### src/rtl/ab_write_sink.sv
// ab_write_sink
//   Device-side responder for the host's paired load streams. Address beats
//   arrive on A, data beats on B; each A beat pairs in order with one B beat.
//   A pair becomes one registered write to the feature memory and/or the
//   overlap cache. The load phase ends with a single-cycle load_done pulse.
//
// Ports
//   clk, rst                  clock, synchronous active-high reset
//   a_input/a_valid/a_ready   address beat stream
//   int_mem_we, overlap_cache_we  target flags, sampled with each A beat
//   b_input/b_valid/b_ready   data beat stream
//   data_ready                host level: no more beats, start the drain
//   wr_valid/wr_ready         downstream write handshake
//   wr_addr, wr_data          write address / data
//   wr_mem, wr_cache          write targets
//   load_done                 one-cycle end-of-load pulse
//   pair_count                pairs consumed since reset (saturating)
//   addr_err, unpaired_err    sticky error flags

// Two-entry FIFO with a synchronous flush. Push and pop may share an edge.
module ab_fifo2 #(
   parameter int W = 8
) (
   input  logic         clk,
   input  logic         rst,
   input  logic         flush,
   input  logic         push,
   input  logic [W-1:0] din,
   input  logic         pop,
   output logic [W-1:0] dout,
   output logic         empty,
   output logic         full
);
   logic [1:0][W-1:0] mem;
   logic              wptr;
   logic              rptr;
   logic [1:0]        cnt;

   always_ff @(posedge clk) begin
      if (rst || flush) begin
         mem  <= '0;
         wptr <= 1'b0;
         rptr <= 1'b0;
         cnt  <= 2'd0;
      end else begin
         if (push) begin
            mem[wptr] <= din;
            wptr      <= !wptr;
         end
         if (pop) rptr <= !rptr;
         cnt <= cnt + {1'b0, push} - {1'b0, pop};
      end
   end

   assign dout  = mem[rptr];
   assign empty = (cnt == 2'd0);
   assign full  = (cnt == 2'd2);
endmodule

module ab_write_sink #(
   parameter int DATA_WIDTH = 16,
   parameter int MEM_DEPTH  = 1024,
   parameter int CNT_WIDTH  = 16,
   localparam int AW        = $clog2(MEM_DEPTH)
) (
   input  logic                  clk,
   input  logic                  rst,
   input  logic [DATA_WIDTH-1:0] a_input,
   input  logic                  a_valid,
   output logic                  a_ready,
   input  logic [DATA_WIDTH-1:0] b_input,
   input  logic                  b_valid,
   output logic                  b_ready,
   input  logic                  int_mem_we,
   input  logic                  overlap_cache_we,
   input  logic                  data_ready,
   output logic                  wr_valid,
   input  logic                  wr_ready,
   output logic [AW-1:0]         wr_addr,
   output logic [DATA_WIDTH-1:0] wr_data,
   output logic                  wr_mem,
   output logic                  wr_cache,
   output logic                  load_done,
   output logic [CNT_WIDTH-1:0]  pair_count,
   output logic                  addr_err,
   output logic                  unpaired_err
);
   typedef enum logic [1:0] {LOAD, DRAIN, DONE} state_t;

   // A entry: {out_of_range, cache_we, mem_we, addr}. The range check is done
   // on the full beat at push time so only AW address bits need storing.
   typedef struct packed {
      logic          oob;
      logic          cache;
      logic          mem;
      logic [AW-1:0] addr;
   } a_ent_t;

   localparam logic [DATA_WIDTH:0] DEPTH_V = (DATA_WIDTH+1)'(MEM_DEPTH);

   state_t                state;
   a_ent_t                a_din, a_head;
   logic [DATA_WIDTH-1:0] b_head;
   logic                  a_empty, a_full, b_empty, b_full;
   logic                  a_push, b_push, pop;
   logic                  flush_a, flush_b;

   // Readies depend only on reset, state and occupancy, never on the valids.
   assign a_ready = !rst && (state == LOAD) && !a_full;
   assign b_ready = !rst && (state == LOAD) && !b_full;
   assign a_push  = a_valid && a_ready;
   assign b_push  = b_valid && b_ready;

   assign a_din.oob   = ({1'b0, a_input} >= DEPTH_V);
   assign a_din.cache = overlap_cache_we;
   assign a_din.mem   = int_mem_we;
   assign a_din.addr  = a_input[AW-1:0];

   assign pop = !a_empty && !b_empty && (!wr_valid || wr_ready);

   // During drain no more beats arrive, so a lone entry can never pair.
   assign flush_a = (state == DRAIN) && !a_empty && b_empty;
   assign flush_b = (state == DRAIN) && a_empty && !b_empty;

   ab_fifo2 #(.W($bits(a_ent_t))) u_afifo (
      .clk(clk), .rst(rst), .flush(flush_a), .push(a_push), .din(a_din),
      .pop(pop), .dout(a_head), .empty(a_empty), .full(a_full)
   );

   ab_fifo2 #(.W(DATA_WIDTH)) u_bfifo (
      .clk(clk), .rst(rst), .flush(flush_b), .push(b_push), .din(b_input),
      .pop(pop), .dout(b_head), .empty(b_empty), .full(b_full)
   );

   always_ff @(posedge clk) begin
      if (rst) begin
         state        <= LOAD;
         wr_valid     <= 1'b0;
         wr_addr      <= '0;
         wr_data      <= '0;
         wr_mem       <= 1'b0;
         wr_cache     <= 1'b0;
         load_done    <= 1'b0;
         pair_count   <= '0;
         addr_err     <= 1'b0;
         unpaired_err <= 1'b0;
      end else begin
         load_done <= 1'b0;

         // Dropped pairs still pop and count, they just leave wr_valid low.
         if (pop) begin
            wr_valid <= !a_head.oob && (a_head.mem || a_head.cache);
            wr_addr  <= a_head.addr;
            wr_data  <= b_head;
            wr_mem   <= a_head.mem;
            wr_cache <= a_head.cache;
            if (pair_count != '1) pair_count <= pair_count + CNT_WIDTH'(1);
            if (a_head.oob) addr_err <= 1'b1;
         end else if (wr_ready) begin
            wr_valid <= 1'b0;
         end

         if (flush_a || flush_b) unpaired_err <= 1'b1;

         case (state)
            LOAD:  if (data_ready) state <= DRAIN;
            DRAIN: if (a_empty && b_empty && !wr_valid) begin
                      load_done <= 1'b1;
                      state     <= DONE;
                   end
            DONE:  if (!data_ready) state <= LOAD;
            default: state <= LOAD;
         endcase
      end
   end
endmodule
### config.mk
export PLATFORM = sky130hd
export DESIGN_NAME = ab_write_sink
export DESIGN_NICKNAME = d
export VERILOG_FILES = /design/src/rtl/ab_write_sink.sv
export SDC_FILE = /design/constraint.sdc
export NUM_CORES = 1
export LEC_CHECK = 0
export ABC_AREA = 1
export ABC_CLOCK_PERIOD_IN_PS = 1610
export BUFFER_PORTS_ARGS = -buffer_cell sky130_fd_sc_hd__buf_4
export CAP_MARGIN = 0
export CORE_ASPECT_RATIO = 0.7
export CORE_MARGIN = 8
export CORE_UTILIZATION = 55
export DETAILED_ROUTE_END_ITERATION = 8
export GPL_ROUTABILITY_DRIVEN = 0
export PLACE_DENSITY = 0.81
export SYNTH_ARGS = -nofsm -noshare
export SYNTH_HDL_FRONTEND = slang
export SYNTH_SLANG_ARGS = --single-unit
### constraint.sdc
create_clock -name clk -period 1.61 [get_ports clk]
set_input_delay 0.0805 -clock clk [delete_from_list [all_inputs] [get_ports clk]]
set_output_delay 0.0805 -clock clk [all_outputs]
set_load 0.05 [all_outputs]
==> flow_metrics.tcl, run 1 <==
set metrics [dict create \
    drive_gt1_share_pct 23.8 \
    vias_per_cell 5.41 \
    antenna_found_initial 0 \
    design.die.area_um2 12200 \
    powerDensity_nw_per_um2 1250 \
    fp-row-count 28 \
    setup_slack_ns 0.0471 \
    hold_path.class "in2reg" \
    cp_cell_sequence "nor2_2 > nand2_2 > a21oi_4 > buf_4" \
    post-route-period-util_pct 97.1 \
    antenna_left 0 \
    fp.dieW_um 129 \
    synth_top_family_by_area "simple AND/OR/NAND/NOR gates" \
    layout_min_cycle_time_ns 1.56 \
    path_buf_inv 1 \
    worst_pin_slew_ns 0.554 \
    grt_pass1_wl_um 22700 \
    setup.worst_path.class "reg2out" \
    io_buffers 89 \
    critPathMaxFanout 4 \
    drv_slew 0 \
    core-area_um2 8550 \
    synth-seq-cells 116 \
    regArea_um2 2340 \
    pre_cts_slack_ns -0.0300 \
    worstPathArrival_ns 1.48 \
    start_kind "flop" \
    area_delta_synth_final_pct 35.1 \
    fin_setup_tns_ns 0 \
    final_cells 922 \
    synth_nets 707 \
    htreeDepth 4 \
    synth.cell_area_um2 4900 \
    rsz0062_at_grt "true" \
    clock_skew_ns 0.00877 \
    fin_util_pct 77.5 \
    reg2reg_slack_ns 0.06 \
    cpMaxStageDelayCell "dfxtp_1" \
    drc 0 \
    grt_max_degree 29 \
    n_antenna_cell 0 \
    drt_iter0_markers 370 \
    vias 4984 \
    setup_violations 0 \
    die_h_um 95.0 \
    post_drt_wl_per_cell_um 15.2 \
    syn-instance-count 664 \
    required_ns 1.53 \
    avgSynthCellArea_um2 7.38 \
    drt_wl_total_um 14000 \
    cts_tree "yes" \
    clock_latency_ns 0.41 \
    synth-xor-area-share_pct 0.536 \
    slowest_delay_ns 0.33 \
    clkTransAtPathRegs_ns 0.05 \
    cts_buffers 17 \
    status "complete, no violations" \
    power.leakage_nw 2.75 \
    synth.area.mux_share_pct 0 \
    maxCapViolations 0 \
    crit_family "flip-flops" \
    synth_warnings 0 \
    cts_max_path_buffers 2 \
    dr.pass1.iters 5 \
    power_w 0.00829 \
    synth-seq-area-share_pct 47.4 \
    ys_types 37 \
    yosys.area_share.simple_pct 29.3 \
    synth-compound-area-share_pct 15.3 \
    synthAdderAreaFrac_pct 0.766 \
    grt_use_total_pct 23.3 \
    nFillCells 622 \
    fin_nets 832 \
    grt_pass1_vias 4904 \
    synth-async-reset-ratio_pct 0 \
    dp_hpwl_um 8880 \
    worstSetupEndpointType "output pin" \
    pin_count 90 \
    hold_viol 0 \
    start_util_pct 57.3 \
    synth_edf_count 0 \
    ys.flop_type "dfxtp_1" \
    placedCellCount 859 \
    relSlewSlack_pct 62.9 \
    clkSinkCount 116 \
    fmax_ghz 0.640 \
    grt-ovfl-total 0 \
    root_buffer "clkbuf_16" \
    multiInputGateArea_um2 2290 \
    irDropWorstVdd_v 0.000895 \
]
[Yosys cell counts, types with 3 or more instances]
| master | n | area [um2] |
|---|---|---|
| a21oi_1 | 23 | 115 |
| a31oi_1 | 27 | 169 |
| buf_2 | 11 | 55.1 |
| buf_6 | 7 | 78.8 |
| clkbuf_1 | 8 | 30.0 |
| dfxtp_1 | 116 | 2320 |
| ha_1 | 3 | 37.5 |
| inv_1 | 22 | 82.6 |
| inv_2 | 6 | 22.5 |
| nand2_1 | 136 | 510 |
| nand3_1 | 19 | 95.1 |
| nand3b_1 | 4 | 30.0 |
| nand4_1 | 3 | 18.8 |
| nor2_1 | 156 | 586 |
| nor2_2 | 10 | 62.6 |
| o21ai_0 | 79 | 395 |
| o21ai_1 | 7 | 35.0 |
[final cells by class]
cell class	count	area share, %
clock buffers	21	6.97
clock inverters	11	1.62
inverters	32	2.25
multi-input cells	485	34.6
flip-flops and latches	116	35.4
well taps	120	2.27
repair buffers	136	16.8
repair inverters	1	0.113
[power breakdown]
group / leakage [nW] / internal [W] / switching (W)
combinational: 1.51 / 0.000489 / 0.000928
clock: 0.285 / 0.00234 / 0.00130
sequential: 0.949 / 0.00310 / 0.000136
total: 2.75 / 0.00593 / 0.00236
[kinds of logic after synthesis]
group / count (synthesis)
and+or+nand+nor: 340
xor gates and xnor gates: 3
DFF: 116
adders and majority gates: 3
AOI/OAI and AO/OA: 139
buffers and inverters: 63
[cells in the final DEF (no fill, tap or decap), types with 3 or more instances in the layout]
master,Yosys,layout
nand4_1,3,3
inv_1,22,21
clkbuf_1,8,3
o21ai_0,79,79
buf_4,1,105
nor2_2,10,9
nand3_1,19,19
a31oi_1,27,27
nand3_4,2,3
clkbuf_16,0,18
clkinvlp_4,0,3
clkinv_2,1,8
inv_2,6,5
nor2_1,156,155
a21oi_1,23,22
nand2_2,2,6
nand2_1,136,132
dfxtp_1,116,102
nand3b_1,4,4
o21ai_1,7,7
dfxtp_2,0,12
nor2_4,2,4
dlygate4sd3_1,0,29
[state kept, by name, indices dropped and copies added, names as in the netlist, 2 cells and up]
register     cells
u_bfifo.mem     32
u_afifo.mem     26
pair_count      16
wr_data         16
wr_addr         10
state            2
u_afifo.cnt      2
u_bfifo.cnt      2
[metrics by stage]
step | hold WS, ns | instance area [um2]
6_report | 0.0236 | 6620
4_1_cts | 0.0139 | 6560
5_1_grt | 0.0234 | 6620
2_1_floorplan | 0.209 | 4930
3_3_place_gp | 0.314 | 5680
3_5_place_dp | 0.319 | 5680
[what timing repair did]
item / in CTS / in global routing
endpoints found under the hold margin: 58 / 0
gates cloned: 1 / 0
pin swaps: 0 / 3
resized for setup: 3 / 18
setup endpoints to repair: 16 / 74
hold buffers: 29 / 0
buffers inserted: 0 / 1
[worst register-to-register path, delay by kind of cell, from the launching register on]
kind	cells	cell delay (ns)
compound gates	1	0.19
flops	1	0.33
buf+inv	1	0.29
simple gates	4	0.62
[worst paths after layout]
check	startpoint	to	cells after the start
hold reg to reg	u_afifo.mem[18]$_SDFFE_PP0P_	wr_addr[5]$_SDFFE_PP0P_	2
setup / recovery	state[1]$_SDFFE_PP0P_	b_ready	4
hold / removal	rst	pair_count[10]$_SDFFE_PP0P_	3
setup reg to reg	u_afifo.cnt[1]$_SDFF_PP0_	u_bfifo.mem[27]$_SDFFE_PP0P_	6
[per-layer routing]
metal | part of all wire [%] | track usage (%) | routed length (um)
met5 | 0 | 0 | 0
met4 | 1.6 | 8.76 | 229
met3 | 7.5 | 7.65 | 1050
met2 | 48 | 39.0 | 6690
met1 | 43 | 27.4 | 6010
No activity file was read; power rests on OpenSTA's default activity.
==> inputs of run 2 (changes only) <==
ABC_AREA = default   (was 1)
==> run 2 against run 1 <==
  * The flow now finishes with violations (negative setup slack)
  * First-iteration DRC count decreased by 11%
  * Largest power group unchanged
  * Sequential share of layout area decreased by 2.9 points
  * Clock skew about the same
  * Highest routed layer unchanged
  * Critical path type is now reg2reg
  * Global-route usage decreased by 0.56 points
==> flow_metrics.tcl, run 2 <==
set metrics [dict create \
    status "finished with violations" \
    failed_checks "negative setup slack" \
    r2r-start "pair_count[0]$_SDFFE_PP0P_" \
    setup_violations 24 \
    hold_viol 0 \
    dp_hpwl_um 8500 \
    synth-seq-cells 116 \
    powerDensity_nw_per_um2 1110 \
    avgSynthCellArea_um2 9.69 \
    yosysTopAreaCell "dfxtp_1" \
    grt_pass1_vias 4590 \
    power_w 0.00806 \
    synth_edf_count 0 \
    synthMostInstantiatedCell "dfxtp_1" \
    die_h_um 94.1 \
    pre_cts_slack_ns -0.233 \
    cts_buffers 17 \
    dr.pass1.iters 5 \
    grt_use_total_pct 22.7 \
    hold_start "a_input[15]" \
    fp.dieW_um 128 \
    grt-ovfl-total 0 \
    cts_tree "yes" \
    yosys-top-cells-area "dfxtp_1 49%, mux2i_1 18%, nor2_1 8.3%, a211oi_1 4.4%, clkbuf_1 1.6%" \
    synth_warnings 0 \
    antenna_left 0 \
    post_drt_wl_per_cell_um 18.4 \
    synthTopCellsByCount "116 x dfxtp_1, 106 x nor2_1, 86 x mux2i_1, 28 x a211oi_1, 21 x clkbuf_1" \
    rsz0062_at_grt "true" \
    power.leakage_nw 3.22 \
    grt_pass1_wl_um 21700 \
    regArea_um2 2360 \
    fp-row-count 28 \
    clock_latency_ns 0.42 \
    worstPathArrival_ns 2.13 \
    reg2reg_slack_ns -0.22 \
    fmax_ghz 0.545 \
    vias 4496 \
    clock_skew_ns 0.00843 \
    maxCapViolations 0 \
    htreeDepth 4 \
    synth_top_area_share_pct 48.5 \
    vias_per_cell 5.60 \
    ys.flop_type "dfxtp_1" \
    antenna_found_initial 0 \
    root_buffer "clkbuf_16" \
    start_kind "flop" \
    worst_pin_slew_ns 0.715 \
    drv_slew 0 \
    critPathMaxFanout 3 \
    syn-instance-count 494 \
    drc 0 \
    fin_setup_tns_ns -2.25 \
    pin_count 90 \
    mostFrequentLayoutCell "buf_4" \
    layout_min_cycle_time_ns 1.83 \
    multiInputGateArea_um2 2590 \
    holdPathEnd "u_afifo.mem[25]$_SDFFE_PP0P_" \
    area_delta_synth_final_pct 51.6 \
    start_util_pct 56.7 \
    core-area_um2 8440 \
    layout_common_cells "145 x buf_4, 106 x nor2_1, 96 x dfxtp_1" \
    nFillCells 454 \
    n_antenna_cell 0 \
    place_area_um2 5980 \
    synth-async-reset-ratio_pct 0 \
    stdcell_area_um2 7260 \
    largest_register "u_bfifo.mem" \
    synth-seq-area-share_pct 48.5 \
    ys_types 43 \
    drive_gt1_share_pct 37.6 \
    fin_nets 714 \
    clkSinkCount 116 \
    relSlewSlack_pct 51.8 \
    cts_max_path_buffers 2 \
    required_ns 1.91 \
    io_buffers 89 \
    hold_depth 5 \
    synth.cell_area_um2 4790 \
    grt_max_degree 37 \
    setup.worst_path.class "reg2reg" \
    reg2reg_depth 7 \
    top_regs "u_bfifo.mem x32, u_afifo.mem x26" \
    drt_iter0_markers 330 \
    design.die.area_um2 12000 \
    drt_wl_total_um 14800 \
    post-route-period-util_pct 114 \
    clkTransAtPathRegs_ns 0.05 \
    setup_slack_ns -0.225 \
    irDropWorstVdd_v 0.000951 \
    hold_path.class "in2reg" \
    synth_nets 537 \
    largest_register_ffs 32 \
    worstSetupEndpointType "flop" \
    reg2reg_to "pair_count[13]$_SDFFE_PP0P_" \
]
run 2: logic make-up after synthesis:
logic type / count (synthesis) / share of synthesized area (%)
AOI/OAI and AO/OA: 63 / 8.89
xor gates and xnor gates: 8 / 1.46
adders and majority gates: 3 / 0.784
buffers and inverters: 36 / 3.29
DFF: 116 / 48.5
muxes: 91 / 19.2
and+or+nand+nor: 177 / 17.9
run 2: worst max-delay path, cell delays in order (launching register included):
cell and delay (ns):
dfxtp_4 0.37, ha_4 0.13, nand3_2 0.07, buf_4 0.16, nor4_4 0.38, buf_4 0.23, nor4_4 0.07, mux2_4 0.30
run 2: cell type report:
class | instances | share of cell area [%]
Sequential cell | 116 | 32.5
Multi-Input combinational cell | 342 | 35.7
Inverter | 4 | 0.207
Tap cell | 120 | 2.07
Timing Repair Buffer | 190 | 21.6
Clock inverter | 8 | 0.983
Clock buffer | 23 | 6.90
run 2: timing repair:
item                                    4_1_cts  5_1_grt
setup buffers                                11        5
resized for setup                            18       44
hold buffers                                 30        0
gates cloned                                  0        1
endpoints found under the setup margin       20       56
hold endpoints to repair                     67        0
pin swaps                                     9       12
run 2: report_power, final:
group	internal (W)	switching, W
clock network	0.00233	0.00131
logic	0.000574	0.000721
registers	0.00302	0.000106
run 2: worst max-delay path by stage:
stage                                     startpoint                          end  slack [ns]  cells after the start
after detailed placement  pair_count[1]$_SDFFE_PP0P_  pair_count[14]$_SDFFE_PP0P_       -0.23                      6
after floorplan           pair_count[1]$_SDFFE_PP0P_  pair_count[10]$_SDFFE_PP0P_       -0.36                      6
after CTS                 pair_count[1]$_SDFFE_PP0P_  pair_count[10]$_SDFFE_PP0P_       -0.16                      5
after global routing      pair_count[0]$_SDFFE_PP0P_  pair_count[13]$_SDFFE_PP0P_       -0.26                      7
final                     pair_count[0]$_SDFFE_PP0P_  pair_count[13]$_SDFFE_PP0P_       -0.22                      7
after global placement    pair_count[1]$_SDFFE_PP0P_  pair_count[10]$_SDFFE_PP0P_       -0.15                      5
run 2: stage by stage:
stage | util [%] | instances | hold WS, ns
2_1_floorplan | - | 494 | 0.224
3_3_place_gp | 70.8 | 725 | 0.321
3_5_place_dp | 70.8 | 725 | 0.330
4_1_cts | 83.3 | 797 | 0.0243
5_1_grt | 86.0 | 803 | 0.0307
6_report | 86.0 | 803 | 0.0373
run 2: per-layer routing:
metal	track usage, %	up-vias	share of wire, %
li1	-	2111	-
met1	24.3	2156	39
met2	39.9	178	51
met3	7.88	51	6.0
met4	10.7	0	3.8
met5	0	-	0
